`src/rtl/product_bcd_pkg.sv`:
```
// Shared definitions for the product-to-BCD conversion stage.
//   conv_state_t : converter FSM encoding
//   PROD_WIDTH   : default product width (two's complement)
//   BCD_DIGITS   : default number of magnitude digits
//   CNT_W        : shift counter width for the default product width
package product_bcd_pkg;

    typedef enum logic [1:0] {
        IDLE  = 2'd0,
        ABS   = 2'd1,
        SHIFT = 2'd2,
        DONE  = 2'd3
    } conv_state_t;

    localparam int PROD_WIDTH = 16;
    localparam int BCD_DIGITS = 5;
    localparam int CNT_W      = $clog2(PROD_WIDTH);

endpackage

```
`src/rtl/bcd_digit_adj.sv`:
```
// Double-dabble digit correction: a digit of 5 or more gets +3 so that the
// following left shift carries into the next decimal digit.
//   digit_in  : current BCD digit
//   digit_out : corrected digit, ready to be shifted
module bcd_digit_adj (
    input  logic [3:0] digit_in,
    output logic [3:0] digit_out
);

    assign digit_out = (digit_in >= 4'd5) ? (digit_in + 4'd3) : digit_in;

endmodule

```
`src/rtl/product_bcd_converter.sv`:
```
// Converts a captured two's-complement multiplier product into sign plus
// magnitude BCD, one bit per clock, for the decimal display path.
//   Clk     : system clock, rising edge
//   Reset_n : asynchronous active-low reset
//   Start   : conversion request, honoured only while idle
//   Product : signed product, captured on the accepted Start cycle
//   Busy    : conversion in progress (cycle after acceptance through DONE)
//   Done    : one-cycle pulse, coincides with Bcd/Neg taking the new result
//   Neg     : sign of the last converted product
//   Bcd     : magnitude digits, [3:0] = ones
//
// state | meaning
// IDLE  | waiting for Start, work reg loads Product on acceptance
// ABS   | capture sign, replace work with its magnitude, clear accumulator
// SHIFT | one adjust-and-shift step per cycle, WIDTH steps in total
// DONE  | result presented, Done high for this cycle, back to IDLE
module product_bcd_converter
    import product_bcd_pkg::*;
#(
    parameter int WIDTH  = PROD_WIDTH,
    parameter int DIGITS = BCD_DIGITS
) (
    input  logic                  Clk,
    input  logic                  Reset_n,
    input  logic                  Start,
    input  logic [WIDTH-1:0]      Product,
    output logic                  Busy,
    output logic                  Done,
    output logic                  Neg,
    output logic [4*DIGITS-1:0]   Bcd
);

    localparam int BW = 4 * DIGITS;
    localparam int CW = $clog2(WIDTH);

    conv_state_t       state, state_next;
    logic [WIDTH-1:0]  work;
    logic [BW-1:0]     bcd_acc;
    logic [BW-1:0]     bcd_adj;
    logic [BW-1:0]     bcd_shift;
    logic [CW-1:0]     cnt;
    logic              neg_next;
    logic              last_shift;

    for (genvar g = 0; g < DIGITS; g++) begin : g_adj
        bcd_digit_adj u_adj (
            .digit_in  (bcd_acc[4*g +: 4]),
            .digit_out (bcd_adj[4*g +: 4])
        );
    end

    // Top bit of the corrected accumulator drops off; the digit-count
    // constraint guarantees it is never set for an in-range magnitude.
    assign bcd_shift  = BW'({bcd_adj, work[WIDTH-1]});
    assign last_shift = (cnt == CW'(WIDTH - 1));

    always_comb begin
        state_next = state;
        case (state)
            IDLE:    if (Start) state_next = ABS;
            ABS:     state_next = SHIFT;
            SHIFT:   if (last_shift) state_next = DONE;
            DONE:    state_next = IDLE;
            default: state_next = IDLE;
        endcase
    end

    always_ff @(posedge Clk or negedge Reset_n) begin
        if (!Reset_n) begin
            state    <= IDLE;
            work     <= '0;
            bcd_acc  <= '0;
            cnt      <= '0;
            neg_next <= 1'b0;
            Busy     <= 1'b0;
            Done     <= 1'b0;
            Neg      <= 1'b0;
            Bcd      <= '0;
        end else begin
            state <= state_next;
            case (state)
                IDLE: begin
                    if (Start) begin
                        work <= Product;
                        Busy <= 1'b1;
                    end
                end
                ABS: begin
                    // Magnitude kept as unsigned WIDTH bits, so the most
                    // negative product negates to itself and reads correctly.
                    neg_next <= work[WIDTH-1];
                    work     <= work[WIDTH-1] ? (~work + WIDTH'(1)) : work;
                    bcd_acc  <= '0;
                    cnt      <= '0;
                end
                SHIFT: begin
                    bcd_acc <= bcd_shift;
                    work    <= work << 1;
                    cnt     <= cnt + CW'(1);
                    // Result registers load with the final step so they are
                    // valid in the same cycle that Done is high.
                    if (last_shift) begin
                        Bcd  <= bcd_shift;
                        Neg  <= neg_next;
                        Done <= 1'b1;
                    end
                end
                DONE: begin
                    Done <= 1'b0;
                    Busy <= 1'b0;
                end
                default: begin
                    Done <= 1'b0;
                    Busy <= 1'b0;
                end
            endcase
        end
    end

endmodule

```
`config.mk`:
```
export PLATFORM = sky130hd
export DESIGN_NAME = product_bcd_converter
export DESIGN_NICKNAME = d
export VERILOG_FILES = /design/src/rtl/product_bcd_pkg.sv /design/src/rtl/bcd_digit_adj.sv /design/src/rtl/product_bcd_converter.sv
export SDC_FILE = /design/constraint.sdc
export NUM_CORES = 1
export LEC_CHECK = 0
export CAP_MARGIN = 10
export CORE_MARGIN = 3
export CORE_UTILIZATION = 50
export DETAILED_ROUTE_END_ITERATION = 6
export PLACE_DENSITY = 0.76
export SLEW_MARGIN = 30
export SYNTH_ARGS = -nofsm -noshare
export SYNTH_HDL_FRONTEND = slang
export SYNTH_SLANG_ARGS = --single-unit
```
`constraint.sdc`:
```
create_clock -name Clk -period 2.2 [get_ports Clk]
set_clock_uncertainty 0.1 [all_clocks]
set_input_delay 0.44 -clock Clk [delete_from_list [all_inputs] [get_ports Clk]]
set_output_delay 0.44 -clock Clk [all_outputs]
set_load 0.005 [all_outputs]
```
-- Yosys cells after proc, flatten, opt, wreduce, memory -nomap -nowiden
Cells that the tools add are included.
- bits in registers: 66
- bits of input ports: 19
- output and inout port bits: 23
- logic and storage cells: 58
- add/sub/neg operators: 7
- order comparisons: 5
- equality and inequality tests: 7
- mux-type cells: 17
- bitwise logic cells: 1
- reductions and logical operators: 11
- operators by type and width (operator ; number):
    $pmux 16 s3 ; 1
    $pmux 20 s2 ; 1
    $mux 16 ; 2
    $ge 4x3->1 const B ; 5
    $add 16x1->16 const B ; 1
    $add 4x2->4 const B ; 4
    $mux 4 ; 4
    $not 16->16 ; 1
    $reduce_and 2->1 ; 5
    $pmux 2 s4 ; 1
    $pmux 4 s2 ; 1
    $ne 2x2->1 const B ; 3
    $reduce_bool 2->1 ; 3
    $add 4x1->4 const B ; 1
    $eq 2x2->1 const B ; 2
    $eq 4x4->1 const B ; 1
    $mux 2 ; 2
    $pmux 1 s2 ; 2
    $add 3x2->3 const B ; 1
    $mux 3 ; 1
    $reduce_and 3->1 ; 1
    $reduce_bool 3->1 ; 1
    $eq 2x1->1 const B ; 1
    $logic_not 2->1 ; 1
    $mux 1 ; 2

-- Logic depth before layout (Yosys ltp)
- depth in word-level cells: 4
- depth in mapped cells: 8
- gate-level depth less buffers: 6

-- Cells and area by module
Synthesis repeated with hierarchy kept, for this count alone.
- cells, all modules: 344
- area, all modules: 3590.9 um2
- modules (own cells, without submodules) (module ; instances ; cells an instance ; area an instance (um2) ; seq. area each (um2)):
    product_bcd_converter ; 1 ; 264 ; 3084.2 ; 1651.6
    bcd_digit_adj ; 5 ; 16 ; 101.3 ; 0.0

-- Least setup slack after synthesis
Ideal clock, no wire load.
- kind: register -> register
- from: reg work[0]
- to: reg work[14]
- setup time: 0.129 ns
- data arrival time: 2.015 ns
- required time: 1.971 ns
- setup slack: -0.045 ns
- cell stages (with the launch flop): 8
- path buffers: 1
- period minus slack after synthesis: 2.245 ns
- cell sequence: dfrtp_1 -> inv_1 -> ha_1 -> or4b_1 -> clkbuf_1 -> or4_4 -> a222oi_1 -> o2bb2ai_1
- word-level cells in the longest chain between the ends: 4
- ends and longest elaborated chain (item ; line ; text):
    start: declaration ; product_bcd_converter.sv:37 ; logic [WIDTH-1:0] work;
    start signal: assignment ; product_bcd_converter.sv:84 ; work <= Product;
    start signal: assignment ; product_bcd_converter.sv:92 ; work <= work[WIDTH-1] ? (~work + WIDTH'(1)) : work;
    start signal: assignment ; product_bcd_converter.sv:98 ; work <= work << 1;
    $not 16->16 ; product_bcd_converter.sv:92 ;
    $add 16x1->16 ; product_bcd_converter.sv:92 ;
    $mux 16 ; product_bcd_converter.sv:92 ;
    $pmux 16 s3 ; product_bcd_converter.sv:81 ; case (state)
Every way passes these cells. The select of a mux whose other input is x is not followed.
A chain may end at the register's enable or synchronous reset.

-- Worst setup path after layout
Ends and elaborated chain as after synthesis.

==> results by group <==
Yosys
  – Async set-reset flop share out of synthesis: 100%
  – Most used DFF post-synth: dfrtp_1
  – Post-synthesis cell count: 371
  – Mapped cell area: ~0.0035 sq mm
  – Average cell area after synthesis: around 9.5 sq um
  – Library cells used by synthesis: 47
  – Seq/Total Area, Yosys: a little under half
  – Post-synth EDFFs: 0
  – Yosys warning count: 0
  – Register bit count reported by yosys: between 60 and 70
  – Syn nets: between 400 and 500

Power and ir drop
  – Psw: a little over 2 mW
  – Leakage: approximately 1.8 nW
  – Clock Power Share: 24.1%
  – Pwr dens: between 1000 and 1500 mW/mm^2
  – Sw frac: between 30% and 40%
  – Logic gate share of total power: 45.1%
  – Internal Pwr Total: ~3.2 mW
  – Worst VDD drop: 0.00109 V
  – Seq pwr share: a little over 30%

Timing
  – F_max: ~0.46 GHz
  – Final Max Slew Viols: 0
  – Max-slew headroom: a little under two thirds
  – Fin Hold WS: -14.9 ps
  – Final cycle utilization of the critical path: 98.8%
  – Final-report hold violation count: 8
  – Min cycle time layout: 2170 ps
  – Final setup vio count: 0
  – RSZ-0062 raised after global routing: yes
  – Worst-margin pin slew: about 540 ps

GRT
  – Initial antenna violation count: 0
  – Gr ovfl total: 0
  – Pin count of the biggest net entering global routing: 67
  – Total GRT Usage: 20.9%
  – Vias in the first global route: just under 3000
  – First-pass GRT wire length: ~14000 um

Route
  – Routed via count: 2999
  – Post-Route WL: 8010 um
  – WL/cell: 15.3 um
  – Initial DRC Count: 249
  – DR vias/cell: about 5.7
  – Post-route ant nets: 0
  – TritonRoute pass-1 iters: 5
  – DRC: 0

Critical path
  – Critical path class: flop to flop
  – CP cell instances: inv_2 -> ha_4 -> or4b_4 -> or4_4 -> a222oi_1 -> o2bb2ai_1
  – Critical Path RT: around 2300 ps
  – CP Launch Type: flop
  – CP Capture Type: flop
  – Worst Path Arrival: between 2000 and 2500 ps
  – Critical path's slowest cell: or4b_4
  – Crit-path max FO: 4
  – CP max stage delay: 480 ps

Run
  – Max cap viols: 0

Clocking
  – Clock Latency Late Sink: 340 ps
  – Clk pin slew, worst setup/hold paths: 80 ps
  – Clock tree buffer depth: 2
  – Clock sink count: between 60 and 70
  – CTS tree: yes
  – CTS root buf: clkbuf_8
  – H-tree lvl count: 3
  – Cts bufs inserted: 9

Hold path
  – Type of the worst min-delay path: input port to asynchronous set/reset pin

Cells and area
  – Design Area, Final: ~0.0044 sq mm
  – Area delta synth->final: 25.5%
  – Final Net Count: roughly 460
  – Share of layout cells above drive strength 1: between 10% and 20%
  – Antenna diodes: 0
  – Final non-filler cell total: 522

Floorplanning
  – Cell Rows: 29
  – Die ar.: approximately 0.0081 sq mm
  – Die W: 89.9 um
  – CORE AREA: about 0.0066 sq mm
  – I/O Pins: between 40 and 50
  – Chip height: 89.9 um
  – Initial core utilization: 53.6%

Placement
  – Placed Cells: between 500 and 600
  – Placement Cell Area: 0.00413 sq mm
  – I/O Buffers: slightly above 40
  – DPL Wire Length: 5620 um
  – Gpl congestion: roughly 0.83

Outcome
  – Failing checks: negative hold slack
  – Outcome: finished with violations
[power groups by stage]
| stage | Sequential, mW | Clock, mW | Combinational, mW |
|---|---|---|---|
| after detailed placement | 1.62 | 0 | 2.27 |
| after global routing | 1.64 | 1.35 | 2.62 |
| after CTS | 1.60 | 1.28 | 2.29 |
| after global placement | 1.61 | 0 | 2.21 |
| after floorplan | 1.59 | 0 | 1.53 |
| final | 1.61 | 1.26 | 2.36 |
[sequential cells by signal, indices dropped and copies added, names as in the netlist]
register / cells
cnt: 4
Done: 1
work: 16
Busy: 1
bcd_acc: 20
Neg: 1
state: 2
Bcd: 20
neg_next: 1
[final timing paths]
check                      slack (ps)     from  cells after the start        to
min in group Clk                  380   Bcd[9]                      2    Bcd[9]
setup / recovery                   30  work[0]                      6  work[14]
hold / removal                    -10  Reset_n                      2   Bcd[16]
setup reg to reg                   30  work[0]                      6  work[14]
max in group asynchronous        1710  Reset_n                      2    Bcd[1]
hold reg to reg                   380   Bcd[9]                      2    Bcd[9]
[synthesized netlist by cell type, types with 2 or more instances]
library cell,count,area share [%]
dfrtp_1,66,47
o21ai_1,48,6.8
nand2_1,38,4.1
inv_1,23,2.5
clkbuf_1,22,2.3
a21oi_1,17,2.4
ha_1,16,5.7
nor2_1,10,1.1
o21ai_0,10,1.4
o22ai_1,10,1.8
and3_1,8,1.4
nor3_1,8,1.1
o2bb2ai_1,8,2.0
a22o_1,7,1.7
mux2_1,6,1.9
nand2b_1,6,1.1
nor4_1,6,1.1
a222oi_1,5,1.4
nand3_1,5,0.71
xnor2_1,5,1.2
mux2_2,4,1.3
a22oi_1,3,0.64
mux2i_1,3,0.85
or2_1,3,0.53
or3_1,3,0.53
or4_4,3,0.96
a221oi_1,2,0.50
buf_6,2,0.64
nor2b_1,2,0.36
o211ai_1,2,0.43
o31ai_1,2,0.43
o41ai_1,2,0.50
or4_1,2,0.43
[metrics by stage]
| step | hold slack, ps | TNS (ps) | utilization (%) | setup WS, ps | power [mW] |
|---|---|---|---|---|---|
| detailed placement | 374 | -22.2 | 62.9 | -22.2 | 3.89 |
| floorplan | 44.4 | -41.8 | - | -28.0 | 3.12 |
| global route | 21.9 | -145 | 67.2 | -97.6 | 5.61 |
| finish | -14.9 | 0 | 67.2 | 26.7 | 5.23 |
| global placement | 365 | 0 | 62.9 | 42.6 | 3.82 |
| CTS | 10.3 | 0 | 66.8 | 9.17 | 5.17 |
[cells by family (layout without fill, tap and decap cells)]
kind of cell / count (synthesis) / in the layout / share of synthesized area [%]
muxes: 13 / 13 / 4.05
buffers and inverters: 48 / 106 / 5.55
xor gates and xnor gates: 5 / 5 / 1.24
DFF: 66 / 66 / 46.9
adders and majority gates: 16 / 16 / 5.69
AOI/OAI and AO/OA: 124 / 124 / 22.2
and+or+nand+nor: 99 / 99 / 14.4
[area by class of cell]
| class | instances | area, sq um |
|---|---|---|
| timing repair buffer | 66 | 606 |
| clock inverter | 6 | 114 |
| inverter | 24 | 90.1 |
| tap | 93 | 116 |
| fill | 517 | 2150 |
| multi-input combinational | 257 | 1700 |
| clock buffer | 10 | 138 |
| sequential | 66 | 1650 |
[metal layers]
layer | up-vias | global-route usage [%] | share of wire, %
met1 | 1445 | 27.0 | 44
met2 | 93 | 34.9 | 49
li1 | 1452 | - | -
met5 | - | 0 | 0
met3 | 9 | 5.18 | 5.5
met4 | 0 | 6.12 | 1.1
[worst max-delay path: cells and delay by family (launching register included)]
kind | cells | cell delay (ps)
buffers and inverters | 1 | 80
AND/OR/NAND/NOR | 2 | 910
AO/OA/AOI/OAI | 2 | 450
flip-flops | 1 | 380
adder cells (fa/ha/maj) | 1 | 130
[cells in the final DEF, fill, tap and decap left out, types with 6 or more instances in the layout]
| cell type | count |
|---|---|
| o2bb2ai_1 | 8 |
| o22ai_1 | 10 |
| a21oi_1 | 17 |
| clkbuf_8 | 10 |
| nand2_1 | 38 |
| nor3_1 | 8 |
| a22o_1 | 7 |
| ha_1 | 15 |
| o21ai_1 | 48 |
| o21ai_0 | 10 |
| buf_4 | 24 |
| mux2_1 | 6 |
| nor2_1 | 10 |
| inv_1 | 21 |
| and3_1 | 8 |
| nand2b_1 | 6 |
| dfrtp_1 | 66 |
| clkdlybuf4s50_1 | 40 |
[what timing repair did]
action,4_1_cts,5_1_grt
pin swaps,0,2
buffers inserted,0,1
endpoints found under the hold margin,0,0
gates resized for setup,1,6
setup endpoints to repair,2,3
hold buffers,0,0
Note: power is estimated with default switching activity, not from simulation.
